$ cat src/rtl/dnn_mem_req_arbiter.sv
// dnn_mem_req_arbiter
//
// Shares one downstream memory request port (separate read and write
// channels) between a single read requester and NUM_PU write requesters.
// Each transaction is granted from IDLE and then held in an ISSUE state
// until the downstream side accepts it. Reads and writes alternate when
// both are pending. PUs are served round-robin. The number of accepted but
// uncompleted writes is capped at MAX_WR_OUT, and each wr_done is routed
// back to the PU that issued the oldest outstanding write.
//
// Ports
//   clk, reset                 clock, synchronous active-high reset
//   up_rd_req/addr/size/ack    upstream read requester (ack = 1-cycle pulse)
//   pu_wr_req/addr/size/ack    per-PU write requesters, packed by PU index
//   pu_wr_done                 one-hot completion pulse per PU
//   rd_req/ready/addr/req_size downstream read channel
//   wr_req/ready/pu_id/addr/req_size  downstream write channel
//   wr_done                    downstream completion of the oldest write
//   wr_outstanding             writes accepted downstream, not yet done
//   err_underflow              sticky: wr_done seen with nothing outstanding
module dnn_mem_req_arbiter #(
    parameter int NUM_PU        = 2,
    parameter int ADDR_W        = 32,
    parameter int TX_SIZE_WIDTH = 10,
    parameter int PU_ID_W       = $clog2(NUM_PU) + 1,
    parameter int MAX_WR_OUT    = 4
) (
    input  logic                              clk,
    input  logic                              reset,
    input  logic                              up_rd_req,
    input  logic [ADDR_W-1:0]                 up_rd_addr,
    input  logic [TX_SIZE_WIDTH-1:0]          up_rd_size,
    output logic                              up_rd_ack,
    input  logic [NUM_PU-1:0]                 pu_wr_req,
    input  logic [NUM_PU*ADDR_W-1:0]          pu_wr_addr,
    input  logic [NUM_PU*TX_SIZE_WIDTH-1:0]   pu_wr_size,
    output logic [NUM_PU-1:0]                 pu_wr_ack,
    output logic [NUM_PU-1:0]                 pu_wr_done,
    output logic                              rd_req,
    input  logic                              rd_ready,
    output logic [ADDR_W-1:0]                 rd_addr,
    output logic [TX_SIZE_WIDTH-1:0]          rd_req_size,
    output logic                              wr_req,
    input  logic                              wr_ready,
    output logic [PU_ID_W-1:0]                wr_pu_id,
    output logic [ADDR_W-1:0]                 wr_addr,
    output logic [TX_SIZE_WIDTH-1:0]          wr_req_size,
    input  logic                              wr_done,
    output logic [$clog2(MAX_WR_OUT):0]       wr_outstanding,
    output logic                              err_underflow
);
    localparam int CNT_W = $clog2(MAX_WR_OUT) + 1;
    localparam int PTR_W = (MAX_WR_OUT > 1) ? $clog2(MAX_WR_OUT) : 1;
    localparam int RR_W  = (NUM_PU > 1) ? $clog2(NUM_PU) : 1;

    typedef enum logic [1:0] {IDLE, RD_ISSUE, WR_ISSUE} state_t;
    localparam logic CLS_RD = 1'b0;
    localparam logic CLS_WR = 1'b1;

    state_t                   state_q, state_d;
    logic                     last_class_q, last_class_d;
    logic [RR_W-1:0]          rr_ptr_q, rr_ptr_d;
    logic                     up_rd_ack_q, up_rd_ack_d;
    logic [NUM_PU-1:0]        pu_wr_ack_q, pu_wr_ack_d;
    logic [NUM_PU-1:0]        pu_wr_done_q, pu_wr_done_d;
    logic                     rd_req_q, rd_req_d;
    logic [ADDR_W-1:0]        rd_addr_q, rd_addr_d;
    logic [TX_SIZE_WIDTH-1:0] rd_size_q, rd_size_d;
    logic                     wr_req_q, wr_req_d;
    logic [PU_ID_W-1:0]       wr_pu_id_q, wr_pu_id_d;
    logic [ADDR_W-1:0]        wr_addr_q, wr_addr_d;
    logic [TX_SIZE_WIDTH-1:0] wr_size_q, wr_size_d;
    logic [CNT_W-1:0]         cnt_q, cnt_d;
    logic                     err_q, err_d;
    logic [PTR_W-1:0]         fifo_wr_ptr_q, fifo_wr_ptr_d;
    logic [PTR_W-1:0]         fifo_rd_ptr_q, fifo_rd_ptr_d;
    logic [PU_ID_W-1:0]       fifo_mem [MAX_WR_OUT];
    logic [PU_ID_W-1:0]       fifo_head;

    logic [ADDR_W-1:0]        pu_addr_arr [NUM_PU];
    logic [TX_SIZE_WIDTH-1:0] pu_size_arr [NUM_PU];
    logic [RR_W:0]            rr_idx;
    logic [RR_W-1:0]          pu_sel;
    logic                     pu_found;
    logic                     rd_elig, wr_elig, grant_rd, grant_wr;
    logic                     push, pop;

    // Unpack the per-PU buses into arrays indexed by PU.
    for (genvar gi = 0; gi < NUM_PU; gi++) begin : g_unpack
        assign pu_addr_arr[gi] = pu_wr_addr[gi*ADDR_W +: ADDR_W];
        assign pu_size_arr[gi] = pu_wr_size[gi*TX_SIZE_WIDTH +: TX_SIZE_WIDTH];
    end

    // Round-robin search starting just above the last granted PU.
    always_comb begin
        pu_found = 1'b0;
        pu_sel   = '0;
        rr_idx   = '0;
        for (int k = 1; k <= NUM_PU; k++) begin
            rr_idx = {1'b0, rr_ptr_q} + (RR_W+1)'(k);
            if (rr_idx >= (RR_W+1)'(NUM_PU)) begin
                rr_idx = rr_idx - (RR_W+1)'(NUM_PU);
            end
            if (!pu_found && pu_wr_req[rr_idx[RR_W-1:0]]) begin
                pu_found = 1'b1;
                pu_sel   = rr_idx[RR_W-1:0];
            end
        end
    end

    // A completion arriving this cycle frees a slot for the write being granted.
    assign rd_elig  = up_rd_req;
    assign wr_elig  = pu_found && ((cnt_q < CNT_W'(MAX_WR_OUT)) || wr_done);
    assign grant_rd = rd_elig && (!wr_elig || (last_class_q == CLS_WR));
    assign grant_wr = wr_elig && !grant_rd;

    // Arbitration FSM and downstream output registers.
    always_comb begin
        state_d      = state_q;
        last_class_d = last_class_q;
        rr_ptr_d     = rr_ptr_q;
        up_rd_ack_d  = 1'b0;
        pu_wr_ack_d  = '0;
        rd_req_d     = rd_req_q;
        rd_addr_d    = rd_addr_q;
        rd_size_d    = rd_size_q;
        wr_req_d     = wr_req_q;
        wr_pu_id_d   = wr_pu_id_q;
        wr_addr_d    = wr_addr_q;
        wr_size_d    = wr_size_q;
        push         = 1'b0;
        case (state_q)
            IDLE: begin
                if (grant_rd) begin
                    rd_req_d     = 1'b1;
                    rd_addr_d    = up_rd_addr;
                    rd_size_d    = up_rd_size;
                    up_rd_ack_d  = 1'b1;
                    last_class_d = CLS_RD;
                    state_d      = RD_ISSUE;
                end else if (grant_wr) begin
                    wr_req_d            = 1'b1;
                    wr_pu_id_d          = PU_ID_W'(pu_sel);
                    wr_addr_d           = pu_addr_arr[pu_sel];
                    wr_size_d           = pu_size_arr[pu_sel];
                    pu_wr_ack_d[pu_sel] = 1'b1;
                    last_class_d        = CLS_WR;
                    rr_ptr_d            = pu_sel;
                    state_d             = WR_ISSUE;
                end
            end
            RD_ISSUE: begin
                if (rd_ready) begin
                    rd_req_d = 1'b0;
                    state_d  = IDLE;
                end
            end
            WR_ISSUE: begin
                if (wr_ready) begin
                    wr_req_d = 1'b0;
                    push     = 1'b1;
                    state_d  = IDLE;
                end
            end
            default: state_d = IDLE;
        endcase
    end

    // Outstanding-write tracking: id FIFO plus counter. A completion with
    // nothing outstanding is dropped and flagged rather than popping.
    assign pop       = wr_done && (cnt_q != '0);
    assign fifo_head = fifo_mem[fifo_rd_ptr_q];

    always_comb begin
        cnt_d         = cnt_q;
        fifo_wr_ptr_d = fifo_wr_ptr_q;
        fifo_rd_ptr_d = fifo_rd_ptr_q;
        err_d         = err_q | (wr_done && (cnt_q == '0));
        if (push && !pop) begin
            cnt_d = cnt_q + CNT_W'(1);
        end else if (pop && !push) begin
            cnt_d = cnt_q - CNT_W'(1);
        end
        if (push) begin
            fifo_wr_ptr_d = (fifo_wr_ptr_q == PTR_W'(MAX_WR_OUT-1)) ? '0 : fifo_wr_ptr_q + PTR_W'(1);
        end
        if (pop) begin
            fifo_rd_ptr_d = (fifo_rd_ptr_q == PTR_W'(MAX_WR_OUT-1)) ? '0 : fifo_rd_ptr_q + PTR_W'(1);
        end
    end

    for (genvar gi = 0; gi < NUM_PU; gi++) begin : g_done
        assign pu_wr_done_d[gi] = pop && (fifo_head == PU_ID_W'(gi));
    end

    // FIFO storage needs no reset: the pointers define what is valid.
    always_ff @(posedge clk) begin
        if (push) begin
            fifo_mem[fifo_wr_ptr_q] <= wr_pu_id_q;
        end
    end

    always_ff @(posedge clk) begin
        if (reset) begin
            state_q       <= IDLE;
            last_class_q  <= CLS_WR;
            rr_ptr_q      <= RR_W'(NUM_PU-1);
            up_rd_ack_q   <= 1'b0;
            pu_wr_ack_q   <= '0;
            pu_wr_done_q  <= '0;
            rd_req_q      <= 1'b0;
            rd_addr_q     <= '0;
            rd_size_q     <= '0;
            wr_req_q      <= 1'b0;
            wr_pu_id_q    <= '0;
            wr_addr_q     <= '0;
            wr_size_q     <= '0;
            cnt_q         <= '0;
            err_q         <= 1'b0;
            fifo_wr_ptr_q <= '0;
            fifo_rd_ptr_q <= '0;
        end else begin
            state_q       <= state_d;
            last_class_q  <= last_class_d;
            rr_ptr_q      <= rr_ptr_d;
            up_rd_ack_q   <= up_rd_ack_d;
            pu_wr_ack_q   <= pu_wr_ack_d;
            pu_wr_done_q  <= pu_wr_done_d;
            rd_req_q      <= rd_req_d;
            rd_addr_q     <= rd_addr_d;
            rd_size_q     <= rd_size_d;
            wr_req_q      <= wr_req_d;
            wr_pu_id_q    <= wr_pu_id_d;
            wr_addr_q     <= wr_addr_d;
            wr_size_q     <= wr_size_d;
            cnt_q         <= cnt_d;
            err_q         <= err_d;
            fifo_wr_ptr_q <= fifo_wr_ptr_d;
            fifo_rd_ptr_q <= fifo_rd_ptr_d;
        end
    end

    assign up_rd_ack      = up_rd_ack_q;
    assign pu_wr_ack      = pu_wr_ack_q;
    assign pu_wr_done     = pu_wr_done_q;
    assign rd_req         = rd_req_q;
    assign rd_addr        = rd_addr_q;
    assign rd_req_size    = rd_size_q;
    assign wr_req         = wr_req_q;
    assign wr_pu_id       = wr_pu_id_q;
    assign wr_addr        = wr_addr_q;
    assign wr_req_size    = wr_size_q;
    assign wr_outstanding = cnt_q;
    assign err_underflow  = err_q;

endmodule
$ cat config.mk
export PLATFORM = sky130hd
export DESIGN_NAME = dnn_mem_req_arbiter
export DESIGN_NICKNAME = d
export VERILOG_FILES = /design/src/rtl/dnn_mem_req_arbiter.sv
export SDC_FILE = /design/constraint.sdc
export NUM_CORES = 1
export LEC_CHECK = 0
export ABC_AREA = 1
export CAP_MARGIN = 25
export CORE_AREA = 2 2 113 115
export CTS_CLUSTER_DIAMETER = 120
export CTS_CLUSTER_SIZE = 40
export DETAILED_ROUTE_END_ITERATION = 10
export DIE_AREA = 0 0 115 117
export HOLD_SLACK_MARGIN = 0.15
export PLACE_DENSITY = 0.8
export SYNTH_ARGS = -nofsm -noshare
export SYNTH_HDL_FRONTEND = slang
export SYNTH_SLANG_ARGS = --single-unit
$ cat constraint.sdc
create_clock -name clk -period 2.2 [get_ports clk]
set_input_delay 0.44 -clock clk [delete_from_list [all_inputs] [get_ports clk]]
set_output_delay 0.44 -clock clk [all_outputs]
set_load 0.02 [all_outputs]
==> qor.csv <==
stage;metric;value;unit
setup_path;worst r2r path cells;10;
layout;post-layout net count;1082;
setup_path;CP Data Required Time;1.76;ns
global_routing;gr usage total;19.6;%
global_routing;number of global-route vias before repair;4603;
pwr;static leakage;3.65;nW
worst_hold_path;Worst Hold Launch;wr_addr[9];
timing;minimum clock period;1.87;ns
layout;Post-Layout Cell Count;1096;
cts;TritonCTS Buffers;9;
logic_synthesis;Synth area leaders;dfxtp_1 (42%), nand2_1 (18%), nand3_1 (9.4%), nor2_1 (7.4%), nand4_1 (5.5%);
worst_hold_path;HP Class;reg -> reg;
layout;final core occ;63.1;%
detailed_routing;router iterations before antenna repair;6;
timing;period utilisation layout;84.9;%
floorplanning;initial core utilization;40.6;%
cts;hold buffer count at cts;0;
setup_path;crit start category;flop;
cts;clock sinks;110;
cts;clk_lat worst skew;0.34;ns
detailed_routing;WL per Instance;12.4;um
detailed_routing;antenna viol nets, final;0;
setup_path;Slowest-stage cell, CP;clkdlybuf4s50_1;
setup_path;Buf/Inv on CP;1;
logic_synthesis;Mean Syn Cell Area;6.81;um^2
timing;final setup margin;0.332;ns
setup_path;biggest cell delay along the critical path;0.66;ns
setup_path;cells along the critical path;clkdlybuf4s50_1;
floorplanning;Die Y;117;um
floorplanning;CORE AREA;12300;um^2
pwr;Flop pwr share;38.6;%
pwr;P_sw;0.00224;W
setup_path;CP Class;reg -> out;
cts;CTS root buffer;clkbuf_16;
placed_design;placed inst area;7480;um^2
cts;H-tree lvl count;3;
layout;share of cells above drive strength 1;4.23;%
placed_design;Final GP Congestion;0.814;
pwr;clock share of power;24.4;%
global_routing;first-pass GRT wire length;21.3;mm
pwr;Int Pwr;0.00431;W
global_routing;GR Overflow Total;0;
setup_path;Worst Path Arrival;1.43;ns
logic_synthesis;Mapped Nets;874;
global_routing;initial antenna violation count;0;
pwr;Net Sw Frac;34.2;%
setup_path;start point of the critical path;wr_pu_id[0];
pwr;total power divided by cell area;843;nW/um^2
pwr;peak supply drop;357;uV
placed_design;Placed Cells;1080;
detailed_routing;Via density;4.74;
logic_synthesis;Mapped Cells;733;
worst_hold_path;hold depth;2;
setup_path;Worst R2R Start;wr_outstanding[1];
layout;antenna diode count;0;
placed_design;dpl ws;0.00990;ns
cts;post_cts resized;0;
timing;RSZ-0062 raised after global routing;no;
detailed_routing;Iter 0 DRT Violations;383;
flow_run;max-capacitance violation count;0;
detailed_routing;final WL;13.6;mm
global_routing;largest net degree at the start of global routing;77;
logic_synthesis;biggest area consumer among synthesized cells;dfxtp_1;
logic_synthesis;register area share after synthesis;44.9;%
placed_design;hpwl dp;9.90;mm
floorplanning;Die Wd;115;um
setup_path;Crit Path Max Fanout;6;
layout;Layout area overhead;55.5;%
cts;CTS clock-pin slew for the worst setup and hold paths;0.07;ns
logic_synthesis;FF+latch count, synth;110;
logic_synthesis;Ys Warns;0;
status;status;finished clean;
logic_synthesis;Post-Syn Area;4990;um^2
pwr;combinational cell fraction of total power;37.0;%
floorplanning;Cell Rows;41;
timing;Setup-failing EPs final;0;
timing;clock skew;0.00986;ns
cts;clock buffer depth;2;
setup_path;crit end category;primary output;
cts;CTS tree;built;
logic_synthesis;Yosys top cell area share;42.5;%
floorplanning;# IOs;231;
setup_path;Top Family by Delay on Critical Path;buffers and inverters;
placed_design;Port Buffers;229;
timing;Final Hold Fails;0;
detailed_routing;via count;5198;
timing;Fmax;0.535;GHz
layout;Final Instance Area;7770;um^2
logic_synthesis;Distinct cells, synth;25;
cts;Post-CTS Setup Repair Bufs;0;
setup_path;WP depth;1;
floorplanning;die footprint;13500;um^2
timing;Sum Neg Setup Slack;0;ns
detailed_routing;DRC viols;0;
timing;Final Max Tran Viols;0;
-- layout make-up --
cell class	instances	area, um^2
clock buffer	10	229
clock inverter	6	62.6
fill	1102	4540
inverter	69	262
multi-input combinational	502	2240
sequential	110	2240
tap	150	188
timing repair buffer	249	2540
-- logic make-up (layout without fill, tap and decap cells) --
kind of cell,after synthesis,after routing,share of synthesized area (%)
adders and majority gates,7,7,1.90
buffers and inverters,121,334,10.4
other,1,1,0.0751
AOI/OAI and AO/OA,20,20,2.33
DFF,110,110,44.9
and+or+nand+nor,474,474,40.4
-- cells in the mapped netlist (all sizes together) --
library cell / n
clkbuf: 21
buf: 31
a211oi: 1
ha: 6
inv: 68
o21ai: 6
clkinv: 1
dfxtp: 106
nor2: 99
nand4: 44
conb: 1
o21a: 1
a21oi: 12
nand3: 95
nand3b: 1
nand2: 235
fa: 1
edfxtp: 4
-- flip-flops by register name (all words and copies together), names as in the netlist, 2 cells and up, named ones only --
| name | flops |
|---|---|
| rd_addr | 32 |
| wr_addr | 32 |
| fifo_wr_ptr_q | 2 |
| wr_outstanding | 3 |
| rd_req_size | 10 |
| pu_wr_done | 2 |
| state_q | 2 |
| fifo_mem | 4 |
| pu_wr_ack | 2 |
| fifo_rd_ptr_q | 2 |
| wr_req_size | 10 |
-- through the flow --
| step | hold WS [ns] | power (W) |
|---|---|---|
| after floorplan | 0.429 | 0.00392 |
| after global placement | 0.450 | 0.00497 |
| after detailed placement | 0.455 | 0.00501 |
| after CTS | 0.464 | 0.00662 |
| after global routing | 0.482 | 0.00696 |
| final | 0.461 | 0.00655 |
-- metal layers --
metal	up-vias	track usage (%)	wire length [um]
li1	2726	-	-
met1	2255	24.0	6000
met2	196	33.2	6210
met3	21	5.25	1110
met4	0	7.63	320
met5	-	0	0
-- worst register-to-register path: stages, from the launching register on --
cell	delay [ns]
dfxtp_1	0.35
inv_1	0.09
nand3_1	0.10
nand2_1	0.12
ha_1	0.18
inv_1	0.07
fa_1	0.38
nand2_1	0.08
nand3_1	0.08
o21ai_0	0.17
a21oi_1	0.06
-- worst paths after layout --
| check | to | slack [ns] |
|---|---|---|
| worst max register to register | wr_outstanding[2] | 0.42 |
| worst min register to register | wr_addr[9] | 0.46 |
| worst min-delay path | wr_addr[9] | 0.46 |
| worst max-delay path | wr_pu_id[0] | 0.33 |
-- cells in the final DEF, fill, tap and decap left out, types with 2 or more instances in the layout --
cell / n
nand2_1: 234
clkdlybuf4s50_1: 229
dfxtp_1: 106
nor2_1: 98
nand3_1: 94
inv_1: 67
nand4_1: 44
buf_4: 12
a21oi_1: 11
clkbuf_16: 9
buf_12: 8
o21ai_0: 6
ha_1: 6
edfxtp_1: 4
clkinvlp_4: 2
-- power by group through the flow --
stage / combinational [W] / sequential, W / clock (W)
5_1_grt: 0.00267 / 0.00257 / 0.00172
4_1_cts: 0.00245 / 0.00253 / 0.00164
3_3_place_gp: 0.00240 / 0.00256 / 0
3_5_place_dp: 0.00244 / 0.00257 / 0
2_1_floorplan: 0.00102 / 0.00290 / 0
6_report: 0.00242 / 0.00253 / 0.00160
No activity file was read; power rests on OpenSTA's default activity.
